--- src/rtl/lc3_pkg.sv ---
// lc3_pkg: shared definitions for the LC-3 memory path.
//  - mem_state_e : bus-initiator FSM states (idle / request / recover)
//  - MMIO address constants shared by the controller, RAM and bench
package lc3_pkg;

    typedef enum logic [1:0] {
        StIdle    = 2'd0,
        StReq     = 2'd1,
        StRecover = 2'd2
    } mem_state_e;

    localparam logic [15:0] KBSR = 16'hFE00;
    localparam logic [15:0] KBDR = 16'hFE02;
    localparam logic [15:0] DSR  = 16'hFE04;
    localparam logic [15:0] DDR  = 16'hFE06;
    localparam logic [15:0] MCR  = 16'hFFFE;

endpackage

--- src/rtl/lc3_mem_timeout.sv ---
// lc3_mem_timeout: wait counter for an outstanding RAM request.
// Only compiled when LC3_MEM_TIMEOUT_EN is defined.
// Ports:
//  clk, rst_n  : clock, asynchronous active-low reset
//  i_clr       : clear the count (request accepted)
//  i_inc       : count one request cycle without ready
//  o_expired   : the current non-ready cycle is the TIMEOUT-th one
`ifdef LC3_MEM_TIMEOUT_EN
module lc3_mem_timeout #(
    parameter int unsigned TIMEOUT = 255
) (
    input  logic clk,
    input  logic rst_n,
    input  logic i_clr,
    input  logic i_inc,
    output logic o_expired
);

    localparam int unsigned CNT_W = (TIMEOUT > 1) ? $clog2(TIMEOUT) : 1;
    localparam logic [CNT_W-1:0] LAST = CNT_W'(TIMEOUT - 1);

    logic [CNT_W-1:0] r_cnt;

    always_ff @(posedge clk or negedge rst_n) begin
        if (!rst_n) begin
            r_cnt <= '0;
        end else if (i_clr) begin
            r_cnt <= '0;
        end else if (i_inc) begin
            r_cnt <= r_cnt + CNT_W'(1);
        end
    end

    // Not gated by i_inc to keep the controller's next-state logic loop-free;
    // the controller only acts on it in a non-ready request cycle.
    assign o_expired = (r_cnt == LAST);

endmodule
`endif

--- src/rtl/lc3_mem_ctrl.sv ---
// lc3_mem_ctrl: CPU-side bus initiator for the LC-3 synchronous RAM.
// Holds MAR/MDR, drives one RAM request at a time and reports a one-cycle done.
// Optional feature macro: LC3_MEM_TIMEOUT_EN (abort a request after TIMEOUT cycles).
// Ports:
//  clk, rst_n              : clock, asynchronous active-low reset
//  i_cpu_req/we/addr/wdata : access request, sampled only in idle
//  o_cpu_busy              : access in progress
//  o_cpu_done / o_cpu_err  : completion pulse / completion was a timeout abort
//  o_cpu_rdata             : last completed read data
//  o_mem_cs/r_w/addr/wdata : RAM request (registered)
//  i_mem_ready/rdata       : RAM registered ready and read data
module lc3_mem_ctrl
    import lc3_pkg::*;
#(
    parameter int unsigned DATA_WIDTH = 16,
    parameter int unsigned ADDR_WIDTH = 16,
    parameter int unsigned TIMEOUT    = 255
) (
    input  logic                  clk,
    input  logic                  rst_n,
    input  logic                  i_cpu_req,
    input  logic                  i_cpu_we,
    input  logic [ADDR_WIDTH-1:0] i_cpu_addr,
    input  logic [DATA_WIDTH-1:0] i_cpu_wdata,
    output logic                  o_cpu_busy,
    output logic                  o_cpu_done,
    output logic                  o_cpu_err,
    output logic [DATA_WIDTH-1:0] o_cpu_rdata,
    output logic                  o_mem_cs,
    output logic                  o_mem_r_w,
    output logic [ADDR_WIDTH-1:0] o_mem_addr,
    output logic [DATA_WIDTH-1:0] o_mem_wdata,
    input  logic                  i_mem_ready,
    input  logic [DATA_WIDTH-1:0] i_mem_rdata
);

    mem_state_e            r_state, w_state_d;
    logic [ADDR_WIDTH-1:0] r_mar, w_mar_d;
    logic [DATA_WIDTH-1:0] r_mdr, w_mdr_d;
    // Separate from MDR so CPU writes never disturb the read result.
    logic [DATA_WIDTH-1:0] r_rdata, w_rdata_d;
    logic                  r_cs, w_cs_d;
    logic                  r_rw, w_rw_d;
    logic                  r_done, w_done_d;

`ifdef LC3_MEM_TIMEOUT_EN
    logic r_err, w_err_d;
    logic w_tmo_clr, w_tmo_inc, w_tmo_expired;

    lc3_mem_timeout #(
        .TIMEOUT (TIMEOUT)
    ) u_timeout (
        .clk       (clk),
        .rst_n     (rst_n),
        .i_clr     (w_tmo_clr),
        .i_inc     (w_tmo_inc),
        .o_expired (w_tmo_expired)
    );
`else
    logic w_unused_timeout;
    assign w_unused_timeout = ^TIMEOUT;
`endif

    always_ff @(posedge clk or negedge rst_n) begin
        if (!rst_n) begin
            r_state <= StIdle;
            r_mar   <= '0;
            r_mdr   <= '0;
            r_rdata <= '0;
            r_cs    <= 1'b0;
            r_rw    <= 1'b0;
            r_done  <= 1'b0;
`ifdef LC3_MEM_TIMEOUT_EN
            r_err   <= 1'b0;
`endif
        end else begin
            r_state <= w_state_d;
            r_mar   <= w_mar_d;
            r_mdr   <= w_mdr_d;
            r_rdata <= w_rdata_d;
            r_cs    <= w_cs_d;
            r_rw    <= w_rw_d;
            r_done  <= w_done_d;
`ifdef LC3_MEM_TIMEOUT_EN
            r_err   <= w_err_d;
`endif
        end
    end

    always_comb begin
        w_state_d = r_state;
        w_mar_d   = r_mar;
        w_mdr_d   = r_mdr;
        w_rdata_d = r_rdata;
        w_cs_d    = r_cs;
        w_rw_d    = r_rw;
        w_done_d  = 1'b0;
`ifdef LC3_MEM_TIMEOUT_EN
        w_err_d   = 1'b0;
        w_tmo_clr = 1'b0;
        w_tmo_inc = 1'b0;
`endif
        case (r_state)
            StIdle: begin
                if (i_cpu_req) begin
                    w_mar_d   = i_cpu_addr;
                    if (i_cpu_we) begin
                        w_mdr_d = i_cpu_wdata;
                    end
                    w_rw_d    = i_cpu_we;
                    w_cs_d    = 1'b1;
                    w_state_d = StReq;
`ifdef LC3_MEM_TIMEOUT_EN
                    w_tmo_clr = 1'b1;
`endif
                end
            end
            StReq: begin
                // Ready has priority over a simultaneous timeout.
                if (i_mem_ready) begin
                    if (!r_rw) begin
                        w_mdr_d   = i_mem_rdata;
                        w_rdata_d = i_mem_rdata;
                    end
                    w_cs_d    = 1'b0;
                    w_rw_d    = 1'b0;
                    w_done_d  = 1'b1;
                    w_state_d = StRecover;
                end
`ifdef LC3_MEM_TIMEOUT_EN
                else begin
                    w_tmo_inc = 1'b1;
                    if (w_tmo_expired) begin
                        w_cs_d    = 1'b0;
                        w_rw_d    = 1'b0;
                        w_done_d  = 1'b1;
                        w_err_d   = 1'b1;
                        w_state_d = StRecover;
                    end
                end
`endif
            end
            StRecover: begin
                // RAM ready lags cs by an edge; wait for it to fall before reuse.
                if (!i_mem_ready) begin
                    w_state_d = StIdle;
                end
            end
            default: begin
                w_state_d = StIdle;
            end
        endcase
    end

    assign o_cpu_busy  = (r_state != StIdle);
    assign o_cpu_done  = r_done;
    assign o_cpu_rdata = r_rdata;
    assign o_mem_cs    = r_cs;
    assign o_mem_r_w   = r_rw;
    assign o_mem_addr  = r_mar;
    assign o_mem_wdata = r_mdr;
`ifdef LC3_MEM_TIMEOUT_EN
    assign o_cpu_err   = r_err;
`else
    assign o_cpu_err   = 1'b0;
`endif

endmodule

--- config.mk ---
export PLATFORM = sky130hd
export DESIGN_NAME = lc3_mem_ctrl
export DESIGN_NICKNAME = d
export VERILOG_FILES = /design/src/rtl/lc3_pkg.sv /design/src/rtl/lc3_mem_timeout.sv /design/src/rtl/lc3_mem_ctrl.sv
export SDC_FILE = /design/constraint.sdc
export NUM_CORES = 1
export LEC_CHECK = 0
export ABC_AREA = 1
export CAP_MARGIN = 10
export CORE_ASPECT_RATIO = 2
export CORE_MARGIN = 1
export CORE_UTILIZATION = 41
export DETAILED_ROUTE_END_ITERATION = 12
export PLACE_DENSITY = 0.79
export SLEW_MARGIN = 20
export SYNTH_ARGS = -nofsm -noshare
export SYNTH_HDL_FRONTEND = slang
export SYNTH_SLANG_ARGS = --single-unit
--- constraint.sdc ---
create_clock -name clk -period 1.91 [get_ports clk]
set_clock_uncertainty 0.05 [all_clocks]
set_input_delay 0.4775 -clock clk [delete_from_list [all_inputs] [get_ports clk]]
set_output_delay 0.4775 -clock clk [all_outputs]
set_load 0.01 [all_outputs]
==> impl_results.md, run 1 <==
- Status: complete, no violations
- Most frequent cells in the layout: 133 x nand2_1, 102 x clkdlybuf4s50_1, 65 x nand3_1, 53 x dfrtp_1, 10 x buf_4
- Cell Area, Placed: 3475 um^2
- Final wirelength: 6.395 mm
- DR vias: 2267
- Area occupied by multi-input gates: 907.1 um^2
- Final period utilization: 93.80%
- Worst path cell trace: clkdlybuf4s50_1
- Max-cap violations: 0
- Antenna violations before repair: 0
- CTS H-tree depth: 2
- DIE WIDTH: 55.48 um
- Dpl ws: 0.04087 ns
- Share of post-route cells with drive strength above 1: 7.398%
- PD cells: 1505 nW/um^2
- I/O Pins: 106
- # diodes: 0
- R2r setup slk: 0.32 ns
- Synthesized area per cell: 8.256 um^2
- Distinct cells, synth: 18
- Crit path buf inv count: 1
- HPWL after DPL: 5.001 mm
- Reg2reg end: o_mem_wdata[4]
- Placed insts: 443
- Worst Slack Setup Final: 0.1184 ns
- Max-slew violation count: 0
- Clock sinks: 53
- Post-CTS Hold Buffers: 0
- Reg2reg start: r_state[1]
- Mapped Nets: 337
- Fin area: 3568 um^2
- Most common cell after layout, fill and taps aside: nand2_1
- GR Util met3: 4.626%
- Die area: 6044 um^2
- Class of the worst hold path: in2async
- GP Congestion: 0.8854
- Crit-path max FO: 2
- Die Y: 108.9 um
- Met2 usage: 45.09%
- Cells after synthesis: 284
- Peak supply drop: 1.027 mV
- CTS tree: yes
- Non-filler cells, final: 452
- Number of global-route vias before repair: 2429
- Cell Area, Synth: 2345 um^2
- FF-to-FF path depth: 8
- Root Driver: clkbuf_8
- WP data required: 1.38 ns
- GRT Overall Usage: 22.73%
- # nets final: 444
- Core Box Area: 5468 um^2
- TNS Setup: 0 ns
- Critical path depth in cells: 1
- Final hold violations: 0
- RSZ-0062 raised after global routing: no
- Gr busiest metal: met2
- DRC: 0
- Minimum clock period: 1.792 ns
- FP Rows: 38
- Clock transition at path regs: 0.10 ns
- Worst Setup End Kind: output port
- DR vias/cell: 5.015
- Met1 Usage GRT: 21.75%
- F_max: 558.2 MHz
- CP max-delay cell: clkdlybuf4s50_1
- Worst setup path class: reg2out
- I/O Buffers: 104
- Syn-to-layout area delta: 52.19%
- Sequential share of the synthesized area: 56.56%
- CP arrival: 1.26 ns
- Largest stage delay, worst path: 0.58 ns
- Startpoint Class: flop
- Post-route ant nets: 0
- DR WL/cell: 14.15 um
- Largest net degree at the start of global routing: 54
- Clk Latency, worst-skew pair: 0.30 ns
- Initial Util: 42.88%
- Delay-heaviest family, CP: buffers and inverters
- Final setup fails: 0
- Fillers: 463
- Ys Warns: 0
- Storage element area: 1326 um^2
- WHS: 0.07899 ns
- Clock Path Buffers: 2
- Overflow after GRT: 0
- Number of DRC markers in iteration 0: 55
- First-pass GRT wire length: 10.75 mm
- Leakage: 0.001789 uW
- First drt pass iteration count: 4
- Number of synthesized register bits: 53
- CTS Buf Count: 5
[metal layers]
| metal | wire, um | share of wire (%) |
|---|---|---|
| met5 | 0 | 0 |
| met4 | 185 | 2.9 |
| met3 | 268 | 4.2 |
| met2 | 3660 | 57 |
| met1 | 2280 | 36 |
[power by group]
part / internal [uW] / switching, uW / total (uW) / leakage, uW
registers: 1640 / 319 / 1950 / 0.000660
clock network: 260 / 363 / 624 / 0.0000385
logic: 1410 / 1380 / 2790 / 0.00109
[Yosys cell counts]
cell type | n | area, um^2
a21oi_1 | 1 | 5.000
buf_2 | 8 | 40.04
buf_4 | 3 | 22.52
buf_6 | 1 | 11.26
clkbuf_1 | 4 | 15.01
clkinv_1 | 1 | 3.750
conb_1 | 1 | 3.750
dfrtp_1 | 53 | 1326
inv_1 | 2 | 7.510
inv_2 | 3 | 11.26
nand2_1 | 133 | 499.2
nand2_2 | 3 | 18.77
nand2_4 | 2 | 22.52
nand3_1 | 65 | 325.3
nand3_2 | 1 | 10.01
nor2_4 | 1 | 11.26
o21ai_0 | 1 | 5.000
o22ai_1 | 1 | 6.260
[logic make-up (layout without fill, tap and decap cells)]
kind of cell	Yosys count	count (layout)	synth area share, %
AO/OA/AOI/OAI	3	3	0.6935
buffers and inverters	22	130	4.749
flip-flops	53	53	56.56
other	1	1	0.1599
AND/OR/NAND/NOR	205	205	37.83
[final cells by class]
class | instances | share of cell area [%]
inverter | 6 | 0.6311
sequential | 53 | 37.17
tap | 60 | 2.104
clock inverter | 1 | 0.2104
clock buffer | 7 | 2.139
multi-input combinational | 209 | 25.42
timing repair buffer | 116 | 32.33
[flip-flops by register name (all words and copies together) (netlist names)]
name,flops
r_state,2
o_mem_cs,1
o_cpu_done,1
o_mem_addr,16
o_cpu_rdata,16
o_mem_r_w,1
o_mem_wdata,16
[how the worst max path moves through the flow]
stage / startpoint / endpoint
after global placement: i_mem_ready / o_cpu_rdata[8]
after detailed placement: i_mem_ready / o_cpu_rdata[15]
after CTS: r_state[0] / o_cpu_busy
final: o_cpu_rdata[12] / o_cpu_rdata[12]
after floorplan: i_cpu_req / o_mem_addr[10]
after global routing: o_mem_r_w / o_mem_r_w
[repair_timing]
action	4_1_cts	5_1_grt
setup buffers	1	0
cloned	0	0
setup endpoints to repair	1	1
pin swaps	0	0
gates resized for setup	0	1
[through the flow]
step	power [uW]	util [%]
floorplan	3263	-
global placement	4700	63.55
detailed placement	4781	63.55
CTS	5418	65.22
global route	5771	65.26
finish	5371	65.26
No activity file was read; power rests on OpenSTA's default activity.
==> run 2, diff against run 1 <==
--- a/config.mk
+++ b/config.mk
@@ -8,7 +8,7 @@
 export ABC_AREA = 1
 export CAP_MARGIN = 10
 export CORE_ASPECT_RATIO = 2
-export CORE_MARGIN = 1
+export CORE_MARGIN = 2
 export CORE_UTILIZATION = 41
 export DETAILED_ROUTE_END_ITERATION = 12
 export PLACE_DENSITY = 0.79
==> impl_results.md, run 2 (synthesized netlist as in run 1, its figures left out) <==
- Status: complete, no violations (unchanged)
- Number of global-route vias before repair: 2216 (was 2429)
- First drt pass iteration count: 4 (unchanged)
- Placed insts: 443 (unchanged)
- Overflow after GRT: 0 (unchanged)
- Clock transition at path regs: 0.07 ns (was 0.10 ns)
- Antenna violations before repair: 0 (unchanged)
- GRT Overall Usage: 20.47% (was 22.73%)
- HPWL after DPL: 4.688 mm (was 5.001 mm)
- Initial Util: 41.78% (was 42.88%)
- PD cells: 1579 nW/um^2 (was 1505 nW/um^2)
- Reg2reg start: r_state[0] (was r_state[1])
- Final setup fails: 0 (unchanged)
- Post-CTS Hold Buffers: 0 (unchanged)
- Die Y: 110.9 um (was 108.9 um)
- Most common cell after layout, fill and taps aside: nand2_1 (unchanged)
- I/O Buffers: 104 (unchanged)
- Share of post-route cells with drive strength above 1: 7.417% (was 7.398%)
- DR WL/cell: 13.71 um (was 14.15 um)
- Largest net degree at the start of global routing: 54 (unchanged)
- Crit path buf inv count: 1 (unchanged)
- CTS Buf Count: 5 (unchanged)
- CP max-delay cell: clkdlybuf4s50_1 (unchanged)
- Fin area: 3651 um^2 (was 3568 um^2)
- DR vias: 2293 (was 2267)
- Reg2reg end: o_mem_wdata[8] (was o_mem_wdata[4])
- Peak supply drop: 1.065 mV (was 1.027 mV)
- TNS Setup: 0 ns (unchanged)
- CTS H-tree depth: 2 (unchanged)
- Design Power: 5764 uW (was 5371 uW)
- Max-slew violation count: 0 (unchanged)
- Storage element area: 1326 um^2 (unchanged)
- Crit-path max FO: 3 (was 2)
- Worst Setup End Kind: output port (unchanged)
- FP Rows: 39 (was 38)
- Fin util: 65.06% (was 65.26%)
- Die area: 6377 um^2 (was 6044 um^2)
- Root Driver: clkbuf_16 (was clkbuf_8)
- DR vias/cell: 5.073 (was 5.015)
- Clock Path Buffers: 2 (unchanged)
- Final hold violations: 0 (unchanged)
- Class of the worst hold path: in2async (unchanged)
- Number of DRC markers in iteration 0: 80 (was 55)
- CP arrival: 1.23 ns (was 1.26 ns)
- FF-to-FF path depth: 7 (was 8)
- Delay-heaviest family, CP: buffers and inverters (unchanged)
- Worst path cell trace: clkdlybuf4s50_1 (unchanged)
- Most frequent cells in the layout: 133 x nand2_1, 102 x clkdlybuf4s50_1, 65 x nand3_1, 53 x dfrtp_1, 9 x buf_4 (was 133 x nand2_1, 102 x clkdlybuf4s50_1, 65 x nand3_1, 53 x dfrtp_1, 10 x buf_4)
- DIE WIDTH: 57.48 um (was 55.48 um)
- Area occupied by multi-input gates: 907.1 um^2 (unchanged)
- Worst setup path class: reg2out (unchanged)
- # diodes: 0 (unchanged)
- WP data required: 1.38 ns (about the same)
- CTS tree: yes (unchanged)
- Clk Latency, worst-skew pair: 0.29 ns (was 0.30 ns)
- Largest stage delay, worst path: 0.57 ns (was 0.58 ns)
- GP Congestion: 0.7818 (was 0.8854)
- F_max: 568.1 MHz (was 558.2 MHz)
- # nets final: 443 (was 444)
- R2r setup slk: 0.37 ns (was 0.32 ns)
- Non-filler cells, final: 452 (unchanged)
- Final period utilization: 92.16% (was 93.80%)
- Final wirelength: 6.198 mm (was 6.395 mm)
- Core Box Area: 5612 um^2 (was 5468 um^2)
- Syn-to-layout area delta: 55.71% (was 52.19%)
- I/O Pins: 106 (unchanged)
- Leakage: 0.001831 uW (was 0.001789 uW)
- Cell Area, Placed: 3468 um^2 (was 3475 um^2)
- Fillers: 479 (was 463)
- Max-cap violations: 0 (unchanged)
- Clock sinks: 53 (unchanged)
- Minimum clock period: 1.760 ns (was 1.792 ns)
- DRC: 0 (unchanged)
- Startpoint Class: flop (unchanged)
- First-pass GRT wire length: 10.45 mm (was 10.75 mm)
- RSZ-0062 raised after global routing: no (unchanged)
- Post-route ant nets: 0 (unchanged)
-- run 2: changes by cell type in the layout (fill, tap and decap cells not counted), sizes merged --
cell / previous run / this run
buf: 13 / 12
clkinvlp: 1 / 0
bufinv: 0 / 1
-- run 2: layout make-up --
class                      count  area share, %
inverter                       6         0.6169
clock buffer                   7          3.907
multi-input combinational    209          24.85
tap                           61          2.090
sequential                    53          36.33
timing repair buffer         115          31.39
clock inverter                 1         0.8225
-- run 2: where the power goes --
part           internal (uW)  total (uW)  leakage [uW]  switching (uW)
clock network            655        1030     0.0000841             379
logic                   1410        2780       0.00109            1380
registers               1640        1950      0.000660             310
-- run 2: through the flow --
step | hold WS, ns | worst slack, ns
after floorplan | 0.1319 | 0.5058
final | 0.1304 | 0.1497
after CTS | 0.1498 | 0.0001283
after global placement | 0.4039 | 0.1891
after global routing | 0.1725 | 0.1141
after detailed placement | 0.4091 | 0.1344
-- run 2: worst register-to-register path, stage by stage, from the launching register on --
cell and delay, ns:
dfrtp_1 0.41, nor2_4 0.12, buf_4 0.23, nand2_2 0.20
nand2_4 0.15, nand2_4 0.12, nand2_1 0.10, nand2_1 0.05
-- run 2: how the worst max path moves through the flow --
stage	from	end	slack, ns	cells after the start
detailed placement	i_mem_ready	o_cpu_rdata[15]	0.13	6
global placement	i_cpu_req	o_mem_wdata[12]	0.19	6
global route	o_mem_r_w	o_mem_r_w	0.11	1
finish	o_mem_r_w	o_mem_r_w	0.15	1
CTS	r_state[0]	o_cpu_busy	0.0001	3
floorplan	i_cpu_req	o_mem_addr[10]	0.51	6
-- run 2: what timing repair did --
item | CTS | global route
gates resized for setup | 0 | 1
buffers inserted | 1 | 0
setup endpoints to repair | 1 | 1
-- run 2: per-layer routing --
| metal | up-vias | GRT usage, % | wire (um) | part of all wire, % |
|---|---|---|---|---|
| li1 | 1112 | - | - | - |
| met1 | 1064 | 29.12 | 2697 | 44 |
| met2 | 110 | 31.06 | 2931 | 47 |
| met3 | 7 | 3.967 | 465 | 7.5 |
| met4 | 0 | 7.132 | 103 | 1.7 |
| met5 | - | 0 | 0 | 0 |
==> run 3, diff against run 2 <==
--- a/config.mk
+++ b/config.mk
@@ -6,7 +6,7 @@
 export NUM_CORES = 1
 export LEC_CHECK = 0
 export ABC_AREA = 1
-export CAP_MARGIN = 10
+export CAP_MARGIN = 20
 export CORE_ASPECT_RATIO = 2
 export CORE_MARGIN = 2
 export CORE_UTILIZATION = 41
==> results of run 3 <==
Same layout as run 2: the final DEF is identical, and so are final timing and power.
